### src/rtl/kernel_launcher_if.sv
// Launch request handshake and dispatcher control bundle for kernel_launcher.
// The package carries the launch config type shared by host, launcher and dispatcher.
package kernel_launcher_pkg;
  typedef struct packed {
    logic [15:0] kernel_id;
    logic [15:0] num_blocks;
  } kernel_config_t;
endpackage

interface kernel_launcher_if;
  import kernel_launcher_pkg::*;

  logic           launch_valid;
  logic           launch_ready;
  kernel_config_t launch_config;
  logic           disp_reset;
  logic           disp_start;
  kernel_config_t disp_config;
  logic           disp_done;

  // Host plus dispatcher side of the bundle.
  modport master (
    output launch_valid, launch_config, disp_done,
    input  launch_ready, disp_reset, disp_start, disp_config
  );

  // Launcher side of the bundle.
  modport slave (
    input  launch_valid, launch_config, disp_done,
    output launch_ready, disp_reset, disp_start, disp_config
  );
endinterface

### src/rtl/kernel_launcher.sv
// Launch queue in front of the block dispatcher: buffers requests, runs them one at a time,
// and retires zero-block and hung kernels locally so the dispatcher never stalls.
module kernel_launcher
  import kernel_launcher_pkg::*;
#(
  parameter int QUEUE_DEPTH    = 4,
  parameter int RESET_CYCLES   = 2,
  parameter int TIMEOUT_CYCLES = 0
) (
  input  logic                clk,
  input  logic                reset,
  kernel_launcher_if.slave    bus,
  output logic                kernel_done,
  output logic                kernel_timeout,
  output logic                error_sticky,
  input  logic                err_clear,
  output logic [31:0]         kernels_completed,
  output logic                busy
);

  localparam int AW = $clog2(QUEUE_DEPTH);
  localparam logic [31:0] RST_LAST = 32'(RESET_CYCLES - 1);
  localparam logic [31:0] TO_LAST  = (TIMEOUT_CYCLES == 0) ? 32'd0 : 32'(TIMEOUT_CYCLES - 1);

  typedef enum logic [1:0] {S_IDLE, S_RESET, S_RUN, S_COMPLETE} state_t;

  state_t         state, state_nxt;
  kernel_config_t fifo_mem [QUEUE_DEPTH];
  logic [AW:0]    wr_ptr, rd_ptr;
  logic           empty, full, push, pop;
  kernel_config_t head;
  logic [31:0]    rst_cnt, run_cnt;
  logic           timeout_hit, to_flag_nxt;

  logic           disp_reset_r, disp_start_r;
  kernel_config_t disp_config_r;
  logic           disp_reset_nxt, disp_start_nxt, kernel_done_nxt, kernel_timeout_nxt;
  logic           error_nxt;
  kernel_config_t disp_config_nxt;
  logic [31:0]    completed_nxt;

  // Extra MSB on the pointers separates full from empty when the indices match.
  assign empty = (wr_ptr == rd_ptr);
  assign full  = (wr_ptr[AW] != rd_ptr[AW]) && (wr_ptr[AW-1:0] == rd_ptr[AW-1:0]);
  assign push  = bus.launch_valid && !full;
  assign pop   = (state == S_IDLE) && !empty;
  assign head  = fifo_mem[rd_ptr[AW-1:0]];

  assign bus.launch_ready = !full;
  assign bus.disp_reset   = disp_reset_r;
  assign bus.disp_start   = disp_start_r;
  assign bus.disp_config  = disp_config_r;
  assign busy             = (state != S_IDLE) || !empty;

  always_ff @(posedge clk) begin
    if (reset) begin
      wr_ptr <= '0;
      rd_ptr <= '0;
    end else begin
      if (push) wr_ptr <= wr_ptr + 1'b1;
      if (pop)  rd_ptr <= rd_ptr + 1'b1;
    end
  end

  always_ff @(posedge clk) begin
    if (push) fifo_mem[wr_ptr[AW-1:0]] <= bus.launch_config;
  end

  assign timeout_hit = (TIMEOUT_CYCLES != 0) && (run_cnt == TO_LAST);

  // State register together with the registered outputs and phase counters.
  always_ff @(posedge clk) begin
    if (reset) begin
      state             <= S_IDLE;
      rst_cnt           <= '0;
      run_cnt           <= '0;
      disp_reset_r      <= 1'b1;
      disp_start_r      <= 1'b0;
      disp_config_r     <= '0;
      kernel_done       <= 1'b0;
      kernel_timeout    <= 1'b0;
      error_sticky      <= 1'b0;
      kernels_completed <= '0;
    end else begin
      state             <= state_nxt;
      rst_cnt           <= (state == S_RESET) ? rst_cnt + 32'd1 : 32'd0;
      run_cnt           <= (state == S_RUN)   ? run_cnt + 32'd1 : 32'd0;
      disp_reset_r      <= disp_reset_nxt;
      disp_start_r      <= disp_start_nxt;
      disp_config_r     <= disp_config_nxt;
      kernel_done       <= kernel_done_nxt;
      kernel_timeout    <= kernel_timeout_nxt;
      error_sticky      <= error_nxt;
      kernels_completed <= completed_nxt;
    end
  end

  always_comb begin
    state_nxt   = state;
    to_flag_nxt = 1'b0;
    unique case (state)
      S_IDLE: begin
        if (!empty) state_nxt = (head.num_blocks == '0) ? S_COMPLETE : S_RESET;
      end
      S_RESET: begin
        if (rst_cnt == RST_LAST) state_nxt = S_RUN;
      end
      S_RUN: begin
        // A done in the same cycle as the watchdog expiry is a normal completion.
        if (bus.disp_done) begin
          state_nxt = S_COMPLETE;
        end else if (timeout_hit) begin
          state_nxt   = S_COMPLETE;
          to_flag_nxt = 1'b1;
        end
      end
      S_COMPLETE: state_nxt = S_IDLE;
      default:    state_nxt = S_IDLE;
    endcase
  end

  // Outputs are computed from the upcoming state so they line up with it once registered.
  always_comb begin
    disp_reset_nxt     = (state_nxt != S_RUN);
    disp_start_nxt     = (state_nxt == S_RUN);
    kernel_done_nxt    = (state_nxt == S_COMPLETE);
    kernel_timeout_nxt = to_flag_nxt;
    disp_config_nxt    = pop ? head : disp_config_r;
    completed_nxt      = kernels_completed + 32'(state_nxt == S_COMPLETE);
    error_nxt          = (error_sticky && !err_clear) || to_flag_nxt;
  end

endmodule
### src/flat_wrapper.sv
// flat-port wrapper written by rule: the top's interface ports become plain ports
module kernel_launcher_flat import kernel_launcher_pkg::*;
#(
  parameter int QUEUE_DEPTH    = 4,
  parameter int RESET_CYCLES   = 2,
  parameter int TIMEOUT_CYCLES = 0
)
  (clk, reset, kernel_done, kernel_timeout, error_sticky, err_clear, kernels_completed, busy, bus_launch_valid, bus_launch_config, bus_disp_done, bus_launch_ready, bus_disp_reset, bus_disp_start, bus_disp_config);
  kernel_launcher_if bus_i ();
  input  logic clk;
  input  logic reset;
  output logic kernel_done;
  output logic kernel_timeout;
  output logic error_sticky;
  input  logic err_clear;
  output logic [31:0] kernels_completed;
  output logic busy;
  input wire logic [$bits(bus_i.launch_valid)-1:0] bus_launch_valid;
  input wire logic [$bits(bus_i.launch_config)-1:0] bus_launch_config;
  input wire logic [$bits(bus_i.disp_done)-1:0] bus_disp_done;
  output wire logic [$bits(bus_i.launch_ready)-1:0] bus_launch_ready;
  output wire logic [$bits(bus_i.disp_reset)-1:0] bus_disp_reset;
  output wire logic [$bits(bus_i.disp_start)-1:0] bus_disp_start;
  output wire logic [$bits(bus_i.disp_config)-1:0] bus_disp_config;
  assign bus_i.launch_valid = bus_launch_valid;
  assign bus_i.launch_config = bus_launch_config;
  assign bus_i.disp_done = bus_disp_done;
  assign bus_launch_ready = bus_i.launch_ready;
  assign bus_disp_reset = bus_i.disp_reset;
  assign bus_disp_start = bus_i.disp_start;
  assign bus_disp_config = bus_i.disp_config;
  kernel_launcher #(.QUEUE_DEPTH(QUEUE_DEPTH), .RESET_CYCLES(RESET_CYCLES), .TIMEOUT_CYCLES(TIMEOUT_CYCLES)) u_core (.clk(clk), .reset(reset), .bus(bus_i), .kernel_done(kernel_done), .kernel_timeout(kernel_timeout), .error_sticky(error_sticky), .err_clear(err_clear), .kernels_completed(kernels_completed), .busy(busy));
endmodule
### config.mk
export PLATFORM = sky130hd
export DESIGN_NAME = kernel_launcher_flat
export DESIGN_NICKNAME = d
export VERILOG_FILES = /design/src/rtl/kernel_launcher_if.sv /design/src/rtl/kernel_launcher.sv /design/src/flat_wrapper.sv
export SDC_FILE = /design/constraint.sdc
export NUM_CORES = 1
export LEC_CHECK = 0
export ABC_AREA = 1
export CAP_MARGIN = 20
export CORE_MARGIN = 5
export CORE_UTILIZATION = 60
export CTS_CLUSTER_SIZE = 30
export DETAILED_ROUTE_END_ITERATION = 10
export PLACE_DENSITY = 0.85
export SYNTH_ARGS = -nofsm -noshare
export SYNTH_HDL_FRONTEND = slang
export SYNTH_SLANG_ARGS = --single-unit
export TNS_END_PERCENT = 10
### constraint.sdc
create_clock -name clk -period 4.9 [get_ports clk]
set_clock_uncertainty 0.2 [all_clocks]
set_input_delay 1.47 -clock clk [delete_from_list [all_inputs] [get_ports clk]]
set_output_delay 1.47 -clock clk [all_outputs]
set_load 0.03 [all_outputs]
==> flow_summary.json <==
{
  "status": "finished, final reports clean",
  "core_area_um2": 16000,
  "p_switching_mw": 1.87,
  "seq_power_share_pct": 41.7,
  "hold_start": "u_core.error_sticky",
  "dp_hpwl_um": 14600,
  "vias": 7751,
  "placed_area_um2": 11100,
  "synthesis.nets": 1086,
  "fin_cells": 1381,
  "track_usage_pct": 23.1,
  "nFillCells": 1100,
  "yosysMostFrequentCell": "nand2_1",
  "cts_htree_levels": 1,
  "design_area_um2": 12000,
  "pre_cts_ws_ns": 0.835,
  "syn_avg_cell_area_um2": 9.46,
  "cp_common_cell": "nand2_1",
  "port_buffers": 106,
  "r2r_slack_ns": 0.98,
  "antenna_found_initial": 0,
  "cts_tree": "yes",
  "synth-edff-count": 128,
  "hold_buffers": 0,
  "die_w_um": 138,
  "drive_gt1_share_pct": 7.38,
  "rsz0062_at_grt": "false",
  "drt_iter0_markers": 626,
  "fin_nets": 1193,
  "start_util_pct": 61.5,
  "synthXorXnorAreaFrac_pct": 1.25,
  "required_ns": 5.14,
  "cts_resized": 0,
  "worstPathMaxFanout": 22,
  "via_per_inst": 5.61,
  "fin_setup_tns_ns": 0,
  "drtAntennaViolNets": 0,
  "yosys_warnings": 0,
  "slowest_delay_ns": 0.65,
  "ioPinCount": 108,
  "synthDistinctLibCells": 43,
  "clk_latency_ns": 0.52,
  "power.share.switching_pct": 32.2,
  "place.gp.congestion": 0.914,
  "row_count": 46,
  "wirelength_um": 23100,
  "gr-total-overflow": 0,
  "ys_seq_area_share_pct": 61.5,
  "period_share_pct": 80.0,
  "synth.area.top_cells": "edfxtp_1 39%, dfxtp_1 22%, nand2_1 7.1%",
  "cts_setup_buffers": 0,
  "clk_pin_slew_ns": 0.06,
  "die_area_um2": 19100,
  "multi_input_area_um2": 3300,
  "path_cells": "buf_4 -> nand3_1 -> nand2_1 -> nand2_1 -> nor2_1 -> nand3_1 -> o21bai_2 -> nand2_1 -> nor2_1 -> ha_1 -> ha_1 -> nand2_1 -> inv_1 -> nand2_1 -> nor2_1 -> nand2_2 -> nor2_4 -> nand2_1 -> o21ai_0 -> nor3b_1",
  "grt_max_degree": 69,
  "synth_top_family_by_area": "simple AND/OR/NAND/NOR gates",
  "pwr-share-clk_pct": 33.0,
  "synth_fa_ha_area_share_pct": 1.14,
  "cts_buffers": 24,
  "critPathKind": "reg2reg",
  "slew_headroom_pct": 31.1,
  "setup_violations": 0,
  "endpoint_kind": "register",
  "cts.sinks": 238,
  "worstMarginPinSlew_ns": 1.03,
  "layout_min_cycle_time_ns": 3.92,
  "p_int_mw": 3.94,
  "syn_inst": 1040,
  "n_antenna_cell": 0,
  "die_y_um": 138,
  "p_per_area_nw_per_um2": 486,
  "synthMuxAreaShare_pct": 0,
  "synth_common_cells": "186 x nand2_1, 148 x nor2_1, 128 x edfxtp_1, 110 x dfxtp_1, 89 x inv_1",
  "yosys.area.top_type_share_pct": 39.1,
  "crit_slowest_cell": "dfxtp_1",
  "synth_area_leader_cell": "edfxtp_1",
  "wl_per_cell_um": 16.7,
  "synth_area_um2": 9840,
  "synthArstFlopShare_pct": 0,
  "fin_util_pct": 74.8,
  "totalPowerFinal_mw": 5.81,
  "cap_violations": 0,
  "regArea_um2": 6050,
  "finalHoldViolCount": 0,
  "worst_slack_ns": 0.978,
  "ys_seq_elements": 238,
  "peakVddDrop_mv": 0.390,
  "drtPass1Iterations": 7,
  "drc_errors": 0,
  "cp-start-kind": "register",
  "synth_compound_area_share_pct": 9.39,
  "power_leakage_nw": 4.24,
  "grt_pass1_vias": 7411,
  "cts_max_path_buffers": 3,
  "yosys.area_share.simple_pct": 21.4,
  "slew_viol_final": 0,
  "clock.fmax_ghz": 0.255,
  "pwr-share-comb_pct": 25.4,
  "root_buffer": "clkbuf_16",
  "whs_ns": 0.250,
  "dp_cells": 1337,
  "worst_hold_path_type": "reg2reg",
  "worstPathArrival_ns": 4.16,
  "grt_pass1_wl_um": 36500,
  "ys_dominant_reg_cell": "edfxtp_1",
  "area_growth_pct": 21.6
}
==> critical path: cells and delay by family (launching register included) <==
kind / cells / cell delay, ns
adders and majority gates: 2 / 0.33
and+or+nand+nor: 14 / 1.79
buffers and inverters: 2 / 0.49
AOI/OAI and AO/OA: 2 / 0.37
DFF: 1 / 0.65
==> kinds of logic (layout without fill, tap and decap cells) <==
family,Yosys count,count (layout)
AND/OR/NAND/NOR,477,477
flip-flops,238,238
AO/OA/AOI/OAI,173,173
buffers and inverters,128,253
XOR/XNOR,14,14
adder cells (fa/ha/maj),9,9
other,1,1
==> layout by cell type, fill, tap and decap left out, drive strengths merged, types with 4 or more instances in the layout <==
cell type	instances
clkdlybuf4s50	106
dfxtp	110
nor3	23
nand4	25
o21a	4
nand2	192
clkbuf	38
nor4	5
xnor2	6
ha	9
a31oi	17
buf	12
o21ai	90
inv	93
nor2	157
nand3	61
a21oi	56
or2	6
xor2	8
nor3b	6
edfxtp	128
==> path summary, 6_finish.rpt <==
kind | endpoint | cells after the start
worst max-delay path | u_core.kernels_completed[24] | 20
worst min-delay path | u_core.error_sticky | 2
worst max register to register | u_core.kernels_completed[24] | 20
worst min register to register | u_core.error_sticky | 2
==> state kept, by name, indices dropped and copies added (netlist names), named ones only <==
| register | flops |
|---|---|
| u_core.kernel_done | 1 |
| u_core.bus.disp_reset | 1 |
| u_core.kernels_completed | 32 |
| u_core.bus.disp_start | 1 |
| u_core.wr_ptr | 3 |
| u_core.fifo_mem | 128 |
| u_core.rd_ptr | 3 |
| u_core.error_sticky | 1 |
| u_core.bus.disp_config | 32 |
| u_core.rst_cnt | 32 |
| u_core.state | 2 |
==> layer usage <==
layer / share of wire (%) / track usage [%]
met1: 41 / 29.0
met2: 50 / 40.4
met3: 6.1 / 4.38
met4: 3.0 / 7.54
met5: 0 / 0
==> power groups by stage <==
stage	clock network, mW	registers (mW)	logic, mW
2_1_floorplan	0	2.62	0.782
3_3_place_gp	0	2.45	1.39
3_5_place_dp	0	2.46	1.45
4_1_cts	1.93	2.42	1.47
5_1_grt	2.02	2.44	1.60
6_report	1.92	2.42	1.47
==> area by class of cell <==
| class | instances | share of cell area, % |
|---|---|---|
| clock buffer | 38 | 6.31 |
| inverter | 91 | 2.86 |
| tap | 216 | 2.26 |
| timing repair buffer | 118 | 9.62 |
| clock inverter | 6 | 0.805 |
| multi-input combinational | 674 | 27.6 |
| sequential | 238 | 50.6 |
No activity file was read; power rests on OpenSTA's default activity.
